File: src/rtl/wl_ctrl_pkg.sv
// Shared types and default timing for the word-line pulse sequencer.
package wl_ctrl_pkg;

  typedef enum logic [2:0] {
    IDLE      = 3'd0,
    DAC_SET   = 3'd1,
    ADDR_SET  = 3'd2,
    WAIT_BLSL = 3'd3,
    PULSE     = 3'd4,
    GAP       = 3'd5,
    ADC_WAIT  = 3'd6
  } wl_state_e;

  localparam logic MODE_READ  = 1'b0;
  localparam logic MODE_WRITE = 1'b1;

  localparam int DEF_T_DAC     = 10;
  localparam int DEF_T_ADDR    = 10;
  localparam int DEF_T_PULSE   = 10;
  localparam int DEF_T_GAP     = 4;
  localparam int DEF_T_ADC     = 10;
  localparam int DEF_T_TIMEOUT = 255;

endpackage

File: src/rtl/wl_down_timer.sv
// Loadable down-counter shared by every timed window of the sequencer.
// A window of length T is loaded with T and ends in the cycle where last=1,
// so it spans exactly T cycles.
module wl_down_timer #(
  parameter int TMR_W = 8
) (
  input  logic             clk,
  input  logic             rst_n,
  input  logic             load,
  input  logic [TMR_W-1:0] load_val,
  output logic             last
);

  logic [TMR_W-1:0] cnt_q, cnt_d;

  // Load wins; otherwise count down and rest at zero.
  always_comb begin
    cnt_d = cnt_q;
    if (load) begin
      cnt_d = load_val;
    end else if (cnt_q != '0) begin
      cnt_d = cnt_q - 1'b1;
    end
  end

  // Counter register.
  always_ff @(posedge clk or negedge rst_n) begin
    if (!rst_n) begin
      cnt_q <= '0;
    end else begin
      cnt_q <= cnt_d;
    end
  end

  assign last = (cnt_q == {{(TMR_W-1){1'b0}}, 1'b1});

endmodule

File: src/rtl/wl_pulse_seq_ctrl.sv
// Word-line pulse sequencer: loads the WL DAC, strobes the row decoder,
// waits for the BL/SL controllers, then drives timed WL pulses.
// Optional build macro WL_TIMEOUT_EN adds a WAIT_BLSL timeout (T_TIMEOUT,
// output timeout_err).
// Timing: for a write of N pulses with the handshake already true,
// op_down_com is high in cycle 1+T_DAC+T_ADDR+1+N*T_PULSE+(N-1)*T_GAP,
// counting the cycle in which work_en is presented as cycle 0.
// Handshake: work_en is a single-cycle request honoured only while busy=0;
// bl_over/sl_over are levels sampled in WAIT_BLSL; all outputs are registered.
module wl_pulse_seq_ctrl import wl_ctrl_pkg::*; #(
  parameter int ADDR_W    = 5,
  parameter int DAC_W     = 8,
  parameter int TMR_W     = 8,
  parameter int CNT_W     = 4,
  parameter int T_DAC     = DEF_T_DAC,
  parameter int T_ADDR    = DEF_T_ADDR,
  parameter int T_PULSE   = DEF_T_PULSE,
  parameter int T_GAP     = DEF_T_GAP,
  parameter int T_ADC     = DEF_T_ADC
`ifdef WL_TIMEOUT_EN
  ,
  parameter int T_TIMEOUT = DEF_T_TIMEOUT
`endif
) (
  input  logic              sys_clk,
  input  logic              sys_rst_n,
  input  logic              work_en,
  input  logic              work_mode,
  input  logic [ADDR_W-1:0] wl_addr_in,
  input  logic [DAC_W-1:0]  wl_vol_in,
  input  logic [CNT_W-1:0]  pulse_num_in,
  input  logic              abort,
  input  logic              bl_over,
  input  logic              sl_over,
  output logic [DAC_W-1:0]  wl_digital_vol,
  output logic              wl_dac_lock_en,
  output logic [ADDR_W-1:0] wl_addr,
  output logic              wl_pre_op_en,
  output logic              wl_addr_op_en,
  output logic              wl_assert_en,
  output logic              busy,
  output logic              pulse_down,
  output logic              op_down_com,
  output logic              read_down,
  output logic [CNT_W-1:0]  pulse_idx,
`ifdef WL_TIMEOUT_EN
  output logic              timeout_err,
`endif
  output wl_state_e         state_dbg
);

  // Zero-length or oversized windows cannot be sequenced.
  if (T_DAC < 1 || T_ADDR < 1 || T_PULSE < 1 || T_GAP < 1 || T_ADC < 1) begin : g_bad_timing
    $error("wl_pulse_seq_ctrl: T_* parameters must be >= 1");
  end
  if (T_DAC >= 2**TMR_W || T_ADDR >= 2**TMR_W || T_PULSE >= 2**TMR_W ||
      T_GAP >= 2**TMR_W || T_ADC >= 2**TMR_W) begin : g_bad_width
    $error("wl_pulse_seq_ctrl: T_* parameter does not fit in TMR_W");
  end
`ifdef WL_TIMEOUT_EN
  if (T_TIMEOUT < 1 || T_TIMEOUT >= 2**TMR_W) begin : g_bad_timeout
    $error("wl_pulse_seq_ctrl: T_TIMEOUT out of range");
  end
`endif

  wl_state_e         state_q, state_d;
  logic              mode_q, mode_d;
  logic [ADDR_W-1:0] addr_q, addr_d;
  logic [DAC_W-1:0]  vol_q, vol_d;
  logic [CNT_W-1:0]  cnt_q, cnt_d;
  logic [CNT_W-1:0]  idx_q, idx_d;
  logic              lock_q, lock_d;
  logic              pre_op_q, pre_op_d;
  logic              addr_op_q, addr_op_d;
  logic              assert_q, assert_d;
  logic              busy_q, busy_d;
  logic              pdown_q, pdown_d;
  logic              opdone_q, opdone_d;
  logic              rdone_q, rdone_d;
  logic              tout_q, tout_d;

  logic              tmr_load;
  logic [TMR_W-1:0]  tmr_val;
  logic              tmr_last;
  logic [CNT_W:0]    idx_inc;

  wl_down_timer #(.TMR_W(TMR_W)) u_timer (
    .clk      (sys_clk),
    .rst_n    (sys_rst_n),
    .load     (tmr_load),
    .load_val (tmr_val),
    .last     (tmr_last)
  );

  assign idx_inc = {1'b0, idx_q} + {{CNT_W{1'b0}}, 1'b1};

  // Next-state and next-output logic; abort overrides everything outside IDLE.
  always_comb begin
    state_d   = state_q;
    mode_d    = mode_q;
    addr_d    = addr_q;
    vol_d     = vol_q;
    cnt_d     = cnt_q;
    idx_d     = idx_q;
    lock_d    = 1'b0;
    pre_op_d  = 1'b0;
    addr_op_d = 1'b0;
    assert_d  = assert_q;
    pdown_d   = 1'b0;
    opdone_d  = 1'b0;
    rdone_d   = 1'b0;
    tout_d    = 1'b0;
    tmr_load  = 1'b0;
    tmr_val   = '0;

    case (state_q)
      IDLE: begin
        if (work_en) begin
          mode_d   = work_mode;
          addr_d   = wl_addr_in;
          vol_d    = wl_vol_in;
          cnt_d    = (pulse_num_in == '0) ? {{(CNT_W-1){1'b0}}, 1'b1} : pulse_num_in;
          idx_d    = '0;
          pre_op_d = 1'b1;
          lock_d   = 1'b1;
          tmr_load = 1'b1;
          tmr_val  = TMR_W'(T_DAC);
          state_d  = DAC_SET;
        end
      end
      DAC_SET: begin
        if (tmr_last) begin
          addr_op_d = 1'b1;
          tmr_load  = 1'b1;
          tmr_val   = TMR_W'(T_ADDR);
          state_d   = ADDR_SET;
        end
      end
      ADDR_SET: begin
        if (tmr_last) begin
          state_d = WAIT_BLSL;
`ifdef WL_TIMEOUT_EN
          tmr_load = 1'b1;
          tmr_val  = TMR_W'(T_TIMEOUT);
`endif
        end
      end
      WAIT_BLSL: begin
        if (bl_over && (mode_q == MODE_READ || sl_over)) begin
          assert_d = 1'b1;
          tmr_load = 1'b1;
          tmr_val  = TMR_W'(T_PULSE);
          state_d  = PULSE;
        end
`ifdef WL_TIMEOUT_EN
        else if (tmr_last) begin
          tout_d  = 1'b1;
          vol_d   = '0;
          lock_d  = 1'b1;
          state_d = IDLE;
        end
`endif
      end
      PULSE: begin
        if (tmr_last) begin
          assert_d = 1'b0;
          pdown_d  = 1'b1;
          idx_d    = idx_inc[CNT_W-1:0];
          tmr_load = 1'b1;
          if (mode_q == MODE_WRITE) begin
            if (idx_inc < {1'b0, cnt_q}) begin
              tmr_val = TMR_W'(T_GAP);
              state_d = GAP;
            end else begin
              tmr_load = 1'b0;
              opdone_d = 1'b1;
              state_d  = IDLE;
            end
          end else begin
            tmr_val = TMR_W'(T_ADC);
            state_d = ADC_WAIT;
          end
        end
      end
      GAP: begin
        if (tmr_last) begin
          assert_d = 1'b1;
          tmr_load = 1'b1;
          tmr_val  = TMR_W'(T_PULSE);
          state_d  = PULSE;
        end
      end
      ADC_WAIT: begin
        if (tmr_last) begin
          opdone_d = 1'b1;
          rdone_d  = 1'b1;
          state_d  = IDLE;
        end
      end
      default: begin
        state_d = IDLE;
      end
    endcase

    if (abort && state_q != IDLE) begin
      state_d   = IDLE;
      idx_d     = idx_q;
      assert_d  = 1'b0;
      vol_d     = '0;
      lock_d    = 1'b1;
      addr_op_d = 1'b0;
      pdown_d   = 1'b0;
      opdone_d  = 1'b0;
      rdone_d   = 1'b0;
      tout_d    = 1'b0;
      tmr_load  = 1'b0;
    end

    busy_d = (state_d != IDLE);
  end

  // State, latched command and registered outputs.
  always_ff @(posedge sys_clk or negedge sys_rst_n) begin
    if (!sys_rst_n) begin
      state_q   <= IDLE;
      mode_q    <= MODE_READ;
      addr_q    <= '0;
      vol_q     <= '0;
      cnt_q     <= '0;
      idx_q     <= '0;
      lock_q    <= 1'b0;
      pre_op_q  <= 1'b0;
      addr_op_q <= 1'b0;
      assert_q  <= 1'b0;
      busy_q    <= 1'b0;
      pdown_q   <= 1'b0;
      opdone_q  <= 1'b0;
      rdone_q   <= 1'b0;
      tout_q    <= 1'b0;
    end else begin
      state_q   <= state_d;
      mode_q    <= mode_d;
      addr_q    <= addr_d;
      vol_q     <= vol_d;
      cnt_q     <= cnt_d;
      idx_q     <= idx_d;
      lock_q    <= lock_d;
      pre_op_q  <= pre_op_d;
      addr_op_q <= addr_op_d;
      assert_q  <= assert_d;
      busy_q    <= busy_d;
      pdown_q   <= pdown_d;
      opdone_q  <= opdone_d;
      rdone_q   <= rdone_d;
      tout_q    <= tout_d;
    end
  end

  assign wl_digital_vol = vol_q;
  assign wl_dac_lock_en = lock_q;
  assign wl_addr        = addr_q;
  assign wl_pre_op_en   = pre_op_q;
  assign wl_addr_op_en  = addr_op_q;
  assign wl_assert_en   = assert_q;
  assign busy           = busy_q;
  assign pulse_down     = pdown_q;
  assign op_down_com    = opdone_q;
  assign read_down      = rdone_q;
  assign pulse_idx      = idx_q;
  assign state_dbg      = state_q;
`ifdef WL_TIMEOUT_EN
  assign timeout_err    = tout_q;
`else
  logic unused_tout;
  assign unused_tout = tout_q;
`endif

endmodule

File: config.mk
export PLATFORM = sky130hd
export DESIGN_NAME = wl_pulse_seq_ctrl
export DESIGN_NICKNAME = d
export VERILOG_FILES = /design/src/rtl/wl_ctrl_pkg.sv /design/src/rtl/wl_down_timer.sv /design/src/rtl/wl_pulse_seq_ctrl.sv
export SDC_FILE = /design/constraint.sdc
export NUM_CORES = 1
export LEC_CHECK = 0
export CAP_MARGIN = 30
export CELL_PAD_IN_SITES_DETAIL_PLACEMENT = 0
export CELL_PAD_IN_SITES_GLOBAL_PLACEMENT = 1
export CORE_MARGIN = 4
export CORE_UTILIZATION = 40
export DETAILED_ROUTE_END_ITERATION = 6
export GPL_TIMING_DRIVEN = 0
export MAX_ROUTING_LAYER = met4
export PLACE_DENSITY_LB_ADDON = 0.1
export SETUP_SLACK_MARGIN = 0.5
export SLEW_MARGIN = 20
export SYNTH_ARGS = -nofsm -noshare
export SYNTH_HDL_FRONTEND = slang
export SYNTH_HIERARCHICAL = 1
export SYNTH_SLANG_ARGS = --single-unit
File: constraint.sdc
create_clock -name sys_clk -period 8.8 [get_ports sys_clk]
set_clock_uncertainty 0.2 [all_clocks]
set_input_delay 1.76 -clock sys_clk [delete_from_list [all_inputs] [get_ports sys_clk]]
set_output_delay 1.76 -clock sys_clk [all_outputs]
set_load 0.01 [all_outputs]
==> key figures, run 1 <==
Place
  – # port buffers: 50
  – Gpl congestion: just over 0.8
  – Post-DP HPWL: roughly 3700 microns

Clock tree
  – Root Buffer: clkbuf_8
  – Clk sinks: 41
  – Total CTS buffers: 5
  – Max Buffers Root-to-Sink: 2
  – Clock transition at path regs: 80 ps
  – Hold-fix buffers, CTS: 0
  – Htree depth: 2
  – Clock insertion delay at the later pin of the skew report: slightly below 300 ps
  – # resized after CTS: 0
  – TritonCTS clock tree: yes
  – Post-CTS setup buffer count: 0

Power
  – PwrDens: approximately 290 nW/um^2
  – Leakage Power: 1.22 nW
  – VDD IR max: about 0.15 mV

Timing
  – Count of final setup violators: 0
  – Final worst-path cycle share: between 40% and 50%
  – Tmin final: 3810 ps
  – Slew @ Worst Pin: around 580 ps
  – Slew HR: 60.7%
  – Fin Setup TNS: 0 ps
  – Final hold viol count: 0
  – Unrepaired setup endpoints after global routing: false
  – Fmax: 263 MHz
  – Max Slew Vio Count: 0

Routing
  – Routed vias: about 1.8k
  – Drt total wl: just under 5000 microns
  – Initial DRT Pass Iterations: 4
  – 1st-iter DRT viols: 75
  – Via density: between 5 and 6
  – ANT nets after route: 0
  – WL/cell: roughly 14 microns
  – Drc violations: 0

Yosys
  – Netlist Area Pre-Place: roughly 2100 sq um
  – Syn_area_per_cell: 10.1 sq um
  – Post-synthesis async set-or-reset flop share: 100%
  – Synth unique cells: 48
  – EDFF count, synth: 0
  – Ys flop type: dfrtp_1
  – Cells after Synth: 211
  – YS warnings: 6
  – Synthesized flop and latch total: 41
  – Sequential-to-total area share from yosys stat: between 40% and 50%

Floorplanning
  – Area of the die: ~6500 sq um
  – I/O Pins: 52
  – Initial cell density of the core: a little over 40%
  – # rows: 26
  – Die W: between 80 and 90 microns
  – Total core area: 5110 sq um
  – Die Y: 80.8 microns

Setup path
  – Worst Path Max Fanout: 10
  – RR Startpoint: u_timer/cnt_q[6]
  – Slowest CP cell: clkdlybuf4s50_1
  – Crit path cell chain: clkdlybuf4s50_1 > nand2_1 > nor2_1 > a22oi_1 > o21ai_1 > a22o_1 > clkbuf_1 > clkbuf_1 > a221oi_1
  – Reg2reg setup slack: 5230 ps
  – Most used cell, CP: clkbuf_1
  – CP Launch Type: input port
  – Slowest stage delay, CP: around 480 ps
  – CP startpoint: bl_over
  – Worst setup path endpoint: u_timer/cnt_q[5]
  – Worst reg-to-reg path cell count: 10
  – Worst R2R End: u_timer/cnt_q[5]
  – Arrival @ worst endpoint: ~3800 ps
  – Crit path kind: input port to flip-flop
  – Worst Path Required: approximately 8800 ps
  – Setup crit end kind: flip-flop

Global route
  – Largest net degree at the start of global routing: 27
  – First-pass GRT wire length: 8240 microns
  – Vias in the first global route: 1735
  – Initial antenna violation count: 0
  – Total GRT Usage: about 17%
  – Grt total ovfl: 0

Cells and area
  – # diodes: 0
  – Area Overhead vs Synth: 34.6%
  – Share of cells above drive strength 1: between 9 and 10%
  – Fin nets: a little over 300
  – Fin util: approximately 56%

Worst hold path
  – Min-delay src: wl_addr[0]
  – Hold Crit Class: flip-flop to flip-flop

Job
  – Max Cap Viol: 0

Status
  – Status: finished, final reports clean
## cell usage in the layout (no fill, tap or decap), types with 3 or more instances in the layout
master           count
nor2_1              14
conb_1               5
buf_2                7
o22ai_1              3
nand2_1             11
nor4_1               4
a31oi_1              5
clkbuf_1             5
nor2b_1              4
nand2b_1             4
o31ai_1              4
o21ai_1              8
xnor2_1              3
nand3_1              4
inv_1               10
dfrtp_1             41
a21oi_1             13
clkdlybuf4s50_1     49
o21ai_0              5
mux2_1               6
ha_1                 7
clkbuf_8             6
a22o_1              12
nor3_1               6
## kinds of logic after synthesis
logic type	share of synthesized area, %
adders and majority gates	4.13
muxes	4.25
xor gates and xnor gates	1.65
AOI/OAI and AO/OA	19.9
and+or+nand+nor	16.2
DFF	48.4
buffers and inverters	5.31
other	0.177
## power breakdown
group / switching [W] / total [W] / internal [W]
combinational: 0.000179 / 0.000358 / 0.000179
clock: 0.0000642 / 0.000157 / 0.0000925
sequential: 0.0000488 / 0.000302 / 0.000254
total: 0.000292 / 0.000817 / 0.000525
## cell usage after synthesis, types with 5 or more instances
| library cell | n | area [sq um] |
|---|---|---|
| dfrtp_1 | 41 | 1030 |
| nor2_1 | 14 | 52.6 |
| a21oi_1 | 13 | 65.1 |
| a22o_1 | 12 | 105 |
| nand2_1 | 11 | 41.3 |
| inv_1 | 10 | 37.5 |
| o21ai_1 | 8 | 40.0 |
| ha_1 | 7 | 87.6 |
| buf_2 | 6 | 30.0 |
| mux2_1 | 6 | 67.6 |
| nor3_1 | 6 | 30.0 |
| a31oi_1 | 5 | 31.3 |
| o21ai_0 | 5 | 25.0 |
## sequential cells by signal, summed over array words and instances, names as in the netlist
name            flops
wl_assert_en        1
pulse_down          1
wl_digital_vol      8
wl_dac_lock_en      1
wl_addr             5
cnt_q               4
u_timer/cnt_q       8
mode_q              1
read_down           1
op_down_com         1
pulse_idx           4
busy                1
wl_addr_op_en       1
wl_pre_op_en        1
state_dbg           3
## worst min-delay path by stage
| stage | endpoint | slack [ps] | cells after the start |
|---|---|---|---|
| detailed placement | wl_addr[3] | 270 | 1 |
| floorplan | cnt_q[1] | 290 | 2 |
| global placement | wl_addr[4] | 270 | 1 |
| CTS | wl_addr[3] | 290 | 1 |
| global route | wl_addr[0] | 310 | 1 |
| finish | wl_addr[0] | 290 | 1 |
## layout make-up
cell class                 count  area (sq um)
tap                           70          87.6
sequential                    41          1030
buffer                        13          67.6
multi-input combinational    149           997
inverter                      12          45.0
clock buffer                   7          86.3
clock inverter                 1          30.0
timing repair buffer          51           515
fill                         491          2250
## critical path, delay by kind of cell
kind,cells,cell delay [ps]
compound gates,4,600
simple gates,2,220
buf+inv,3,1170
## routing by layer
metal	wire length [microns]	GRT usage, %	vias up	share of wire, %
met4	44	4.73	0	0.89
li1	-	-	880	-
met3	244	3.66	7	4.9
met5	0	-	-	0
met1	2390	22.5	842	48
met2	2260	25.5	48	46
## metrics by stage
stage / hold slack, ps / worst slack, ps / cell area, sq um / total power [W] / instances
2_1_floorplan: 290 / 5230 / 2140 / 0.000523 / 215
3_3_place_gp: 266 / 4610 / 2720 / 0.000660 / 335
3_5_place_dp: 274 / 4700 / 2740 / 0.000665 / 336
4_1_cts: 292 / 5030 / 2860 / 0.000827 / 344
5_1_grt: 306 / 4860 / 2860 / 0.000883 / 344
6_report: 290 / 4990 / 2860 / 0.000817 / 344
No activity file was read; power rests on OpenSTA's default activity.
==> run 2: changes to the inputs <==
--- a/config.mk
+++ b/config.mk
@@ -9,7 +9,7 @@
 export CELL_PAD_IN_SITES_DETAIL_PLACEMENT = 0
 export CELL_PAD_IN_SITES_GLOBAL_PLACEMENT = 1
 export CORE_MARGIN = 4
-export CORE_UTILIZATION = 40
+export CORE_UTILIZATION = 34
 export DETAILED_ROUTE_END_ITERATION = 6
 export GPL_TIMING_DRIVEN = 0
 export MAX_ROUTING_LAYER = met4
==> constraint.sdc (replaced) <==
create_clock -name sys_clk -period 3.45 [get_ports sys_clk]
set_clock_uncertainty 0.2 [all_clocks]
set_input_delay 0.69 -clock sys_clk [delete_from_list [all_inputs] [get_ports sys_clk]]
set_output_delay 0.69 -clock sys_clk [all_outputs]
set_load 0.01 [all_outputs]
==> key figures, run 2 (synthesis gave the netlist of run 1 again) <==
Setup path
  – Worst Path Max Fanout: 10 (unchanged)
  – Worst R2R End: u_timer/cnt_q[5]
  – Crit path kind: flip-flop to flip-flop
  – Reg2reg setup slack: 700 ps (-4530 ps)
  – Crit path cell chain: ha_1 > xor2_1 > ha_1 > o21ai_0 > o21a_1 > nand2b_1 > a22o_1 > clkbuf_4 > buf_4 > a221oi_1
  – Most used cell, CP: ha_1
  – Slowest CP cell: dfrtp_1
  – Arrival @ worst endpoint: 2740 ps (-1020 ps)
  – RR Startpoint: pulse_idx[0]
  – Slowest stage delay, CP: 430 ps (-50 ps)
  – Worst Path Required: 3430 ps (-5320 ps)
  – Setup crit end kind: flip-flop
  – Worst reg-to-reg path cell count: 10 (unchanged)
  – CP Launch Type: flip-flop

Floorplanning
  – I/O Pins: 52 (unchanged)
  – Die Y: 87.0 microns (+7.6%)
  – Total core area: 5990 sq um (+17%)
  – Area of the die: 7570 sq um (+16%)
  – # rows: 28 (+7.7%)
  – Die W: 87.0 microns (+7.6%)
  – Initial cell density of the core: 35.4% (-6.1 points)

Timing
  – Fmax: 363 MHz
  – Final hold viol count: 0 (unchanged)
  – Count of final setup violators: 0 (unchanged)
  – Slew @ Worst Pin: 497 ps (-84.1 ps)
  – Worst hold slack: 81.8 ps (-208 ps)
  – Unrepaired setup endpoints after global routing: false
  – Tmin final: around 2800 ps
  – Final worst-path cycle share: 79.9%
  – Max Slew Vio Count: 0 (unchanged)
  – Slew HR: 66.4% (+5.7 points)
  – Fin Setup TNS: 0 ps (unchanged)

Cells and area
  – # diodes: 0 (unchanged)
  – Fillers: 559 (+14%)
  – Commonest cells after routing, fill and taps aside: clkdlybuf4s50_1 (49), dfrtp_1 (41), nor2_1 (14), a21oi_1 (13), a22o_1 (12)
  – Fin util: 48.2% (-7.7 points)
  – Area Overhead vs Synth: 36.2%
  – Commonest non-fill, non-tap cell in the layout: clkdlybuf4s50_1
  – Fin nets: 307 (+0.99%)
  – Reg area: 1030 sq um (unchanged)
  – Share of cells above drive strength 1: 11.6% (+2.5 points)
  – Multi-input gate area: 1000 sq um (+0.63%)

Routing
  – Routed vias: 1783 (+0.34%)
  – Initial DRT Pass Iterations: 4 (unchanged)
  – Drc violations: 0 (unchanged)
  – ANT nets after route: 0 (unchanged)
  – Drt total wl: 4980 microns (+0.91%)
  – Via density: 5.08 (-1.7%)
  – 1st-iter DRT viols: 62 (-17%)
  – WL/cell: 14.2 microns (-1.1%)

Global route
  – Total GRT Usage: 14.7% (-2.1 points)
  – Largest net degree at the start of global routing: 31 (+15%)
  – Vias in the first global route: 1771 (+2.1%)
  – Grt total ovfl: 0 (unchanged)
  – First-pass GRT wire length: 8600 microns (+4.4%)
  – Initial antenna violation count: 0 (unchanged)

Place
  – Post-DP HPWL: 3580 microns (-2.0%)
  – Gpl congestion: 0.760 (-7.5%)
  – # port buffers: 50 (unchanged)

Power
  – PwrDens: 722 nW/um^2 (+150%)
  – Leakage Power: 1.25 nW (+1.9%)
  – Tot Pwr: 0.00209 W (+160%)
  – VDD IR max: 0.353 mV (+140%)

Clock tree
  – Max Buffers Root-to-Sink: 2 (unchanged)
  – Clock transition at path regs: 80 ps (about the same)
  – TritonCTS clock tree: yes
  – Clk sinks: 41 (unchanged)
  – Total CTS buffers: 5 (unchanged)
  – Clock insertion delay at the later pin of the skew report: 290 ps (about the same)
  – Htree depth: 2 (unchanged)
  – Root Buffer: clkbuf_8

Worst hold path
  – Hold Crit Class: input port to async pin

Job
  – Max Cap Viol: 0 (unchanged)

Status
  – Status: finished, final reports clean
-- run 2: cell count changes in the layout (fill, tap and decap cells not counted), sizes merged --
| cell | previous run | this run |
|---|---|---|
| buf | 11 | 15 |
| clkbuf | 11 | 8 |
| clkinv | 0 | 1 |
-- run 2: metrics by stage --
| stage | cell area (sq um) | setup WS (ps) | std cells |
|---|---|---|---|
| 6_report | 2890 | 695 | 351 |
| 5_1_grt | 2890 | 512 | 351 |
| 4_1_cts | 2860 | 506 | 349 |
| 3_5_place_dp | 2750 | 8.17 | 341 |
| 3_3_place_gp | 2730 | 20.0 | 340 |
| 2_1_floorplan | 2140 | 578 | 215 |
-- run 2: power breakdown --
| group | internal, W | total (W) | switching [W] |
|---|---|---|---|
| logic | 0.000468 | 0.000929 | 0.000461 |
| clock network | 0.000211 | 0.000381 | 0.000170 |
| registers | 0.000646 | 0.000776 | 0.000130 |
-- run 2: cell type report --
cell class,count,area share [%]
Clock inverter,2,1.21
Tap cell,75,3.25
Buffer,13,2.73
Clock buffer,5,2.38
Multi-Input combinational cell,149,34.7
Inverter,12,1.56
Timing Repair Buffer,54,18.6
Sequential cell,41,35.5
-- run 2: metal layers --
layer	wire length, microns	share of wire (%)	global-route usage [%]	vias to the layer above
met5	0	0	-	-
li1	-	-	-	885
met2	2050	41	20.7	62
met3	393	7.9	4.73	6
met1	2480	50	20.3	830
met4	55	1.1	3.82	0
-- run 2: worst max-delay path: cells and delay by family (launching register included) --
| family | cells | cell delay (ps) |
|---|---|---|
| DFF | 1 | 430 |
| adders and majority gates | 2 | 550 |
| AOI/OAI and AO/OA | 4 | 760 |
| buffers and inverters | 2 | 360 |
| and+or+nand+nor | 1 | 170 |
| xor gates and xnor gates | 1 | 180 |
-- run 2: how the worst max path moves through the flow --
stage / from / endpoint / slack (ps)
finish: pulse_idx[0] / u_timer/cnt_q[5] / 700
global route: u_timer/cnt_q[6] / u_timer/cnt_q[6] / 510
CTS: u_timer/cnt_q[4] / u_timer/cnt_q[2] / 510
detailed placement: u_timer/cnt_q[6] / u_timer/cnt_q[5] / 8
global placement: u_timer/cnt_q[4] / u_timer/cnt_q[2] / 20
floorplan: u_timer/cnt_q[6] / u_timer/cnt_q[5] / 580
-- run 2: timing repair --
| item | CTS | global route |
|---|---|---|
| endpoints found under the setup margin | 8 | 8 |
| pin swaps | 1 | 0 |
| buffers inserted | 1 | 2 |
| hold buffers | 0 | 0 |
| gates resized for setup | 2 | 8 |
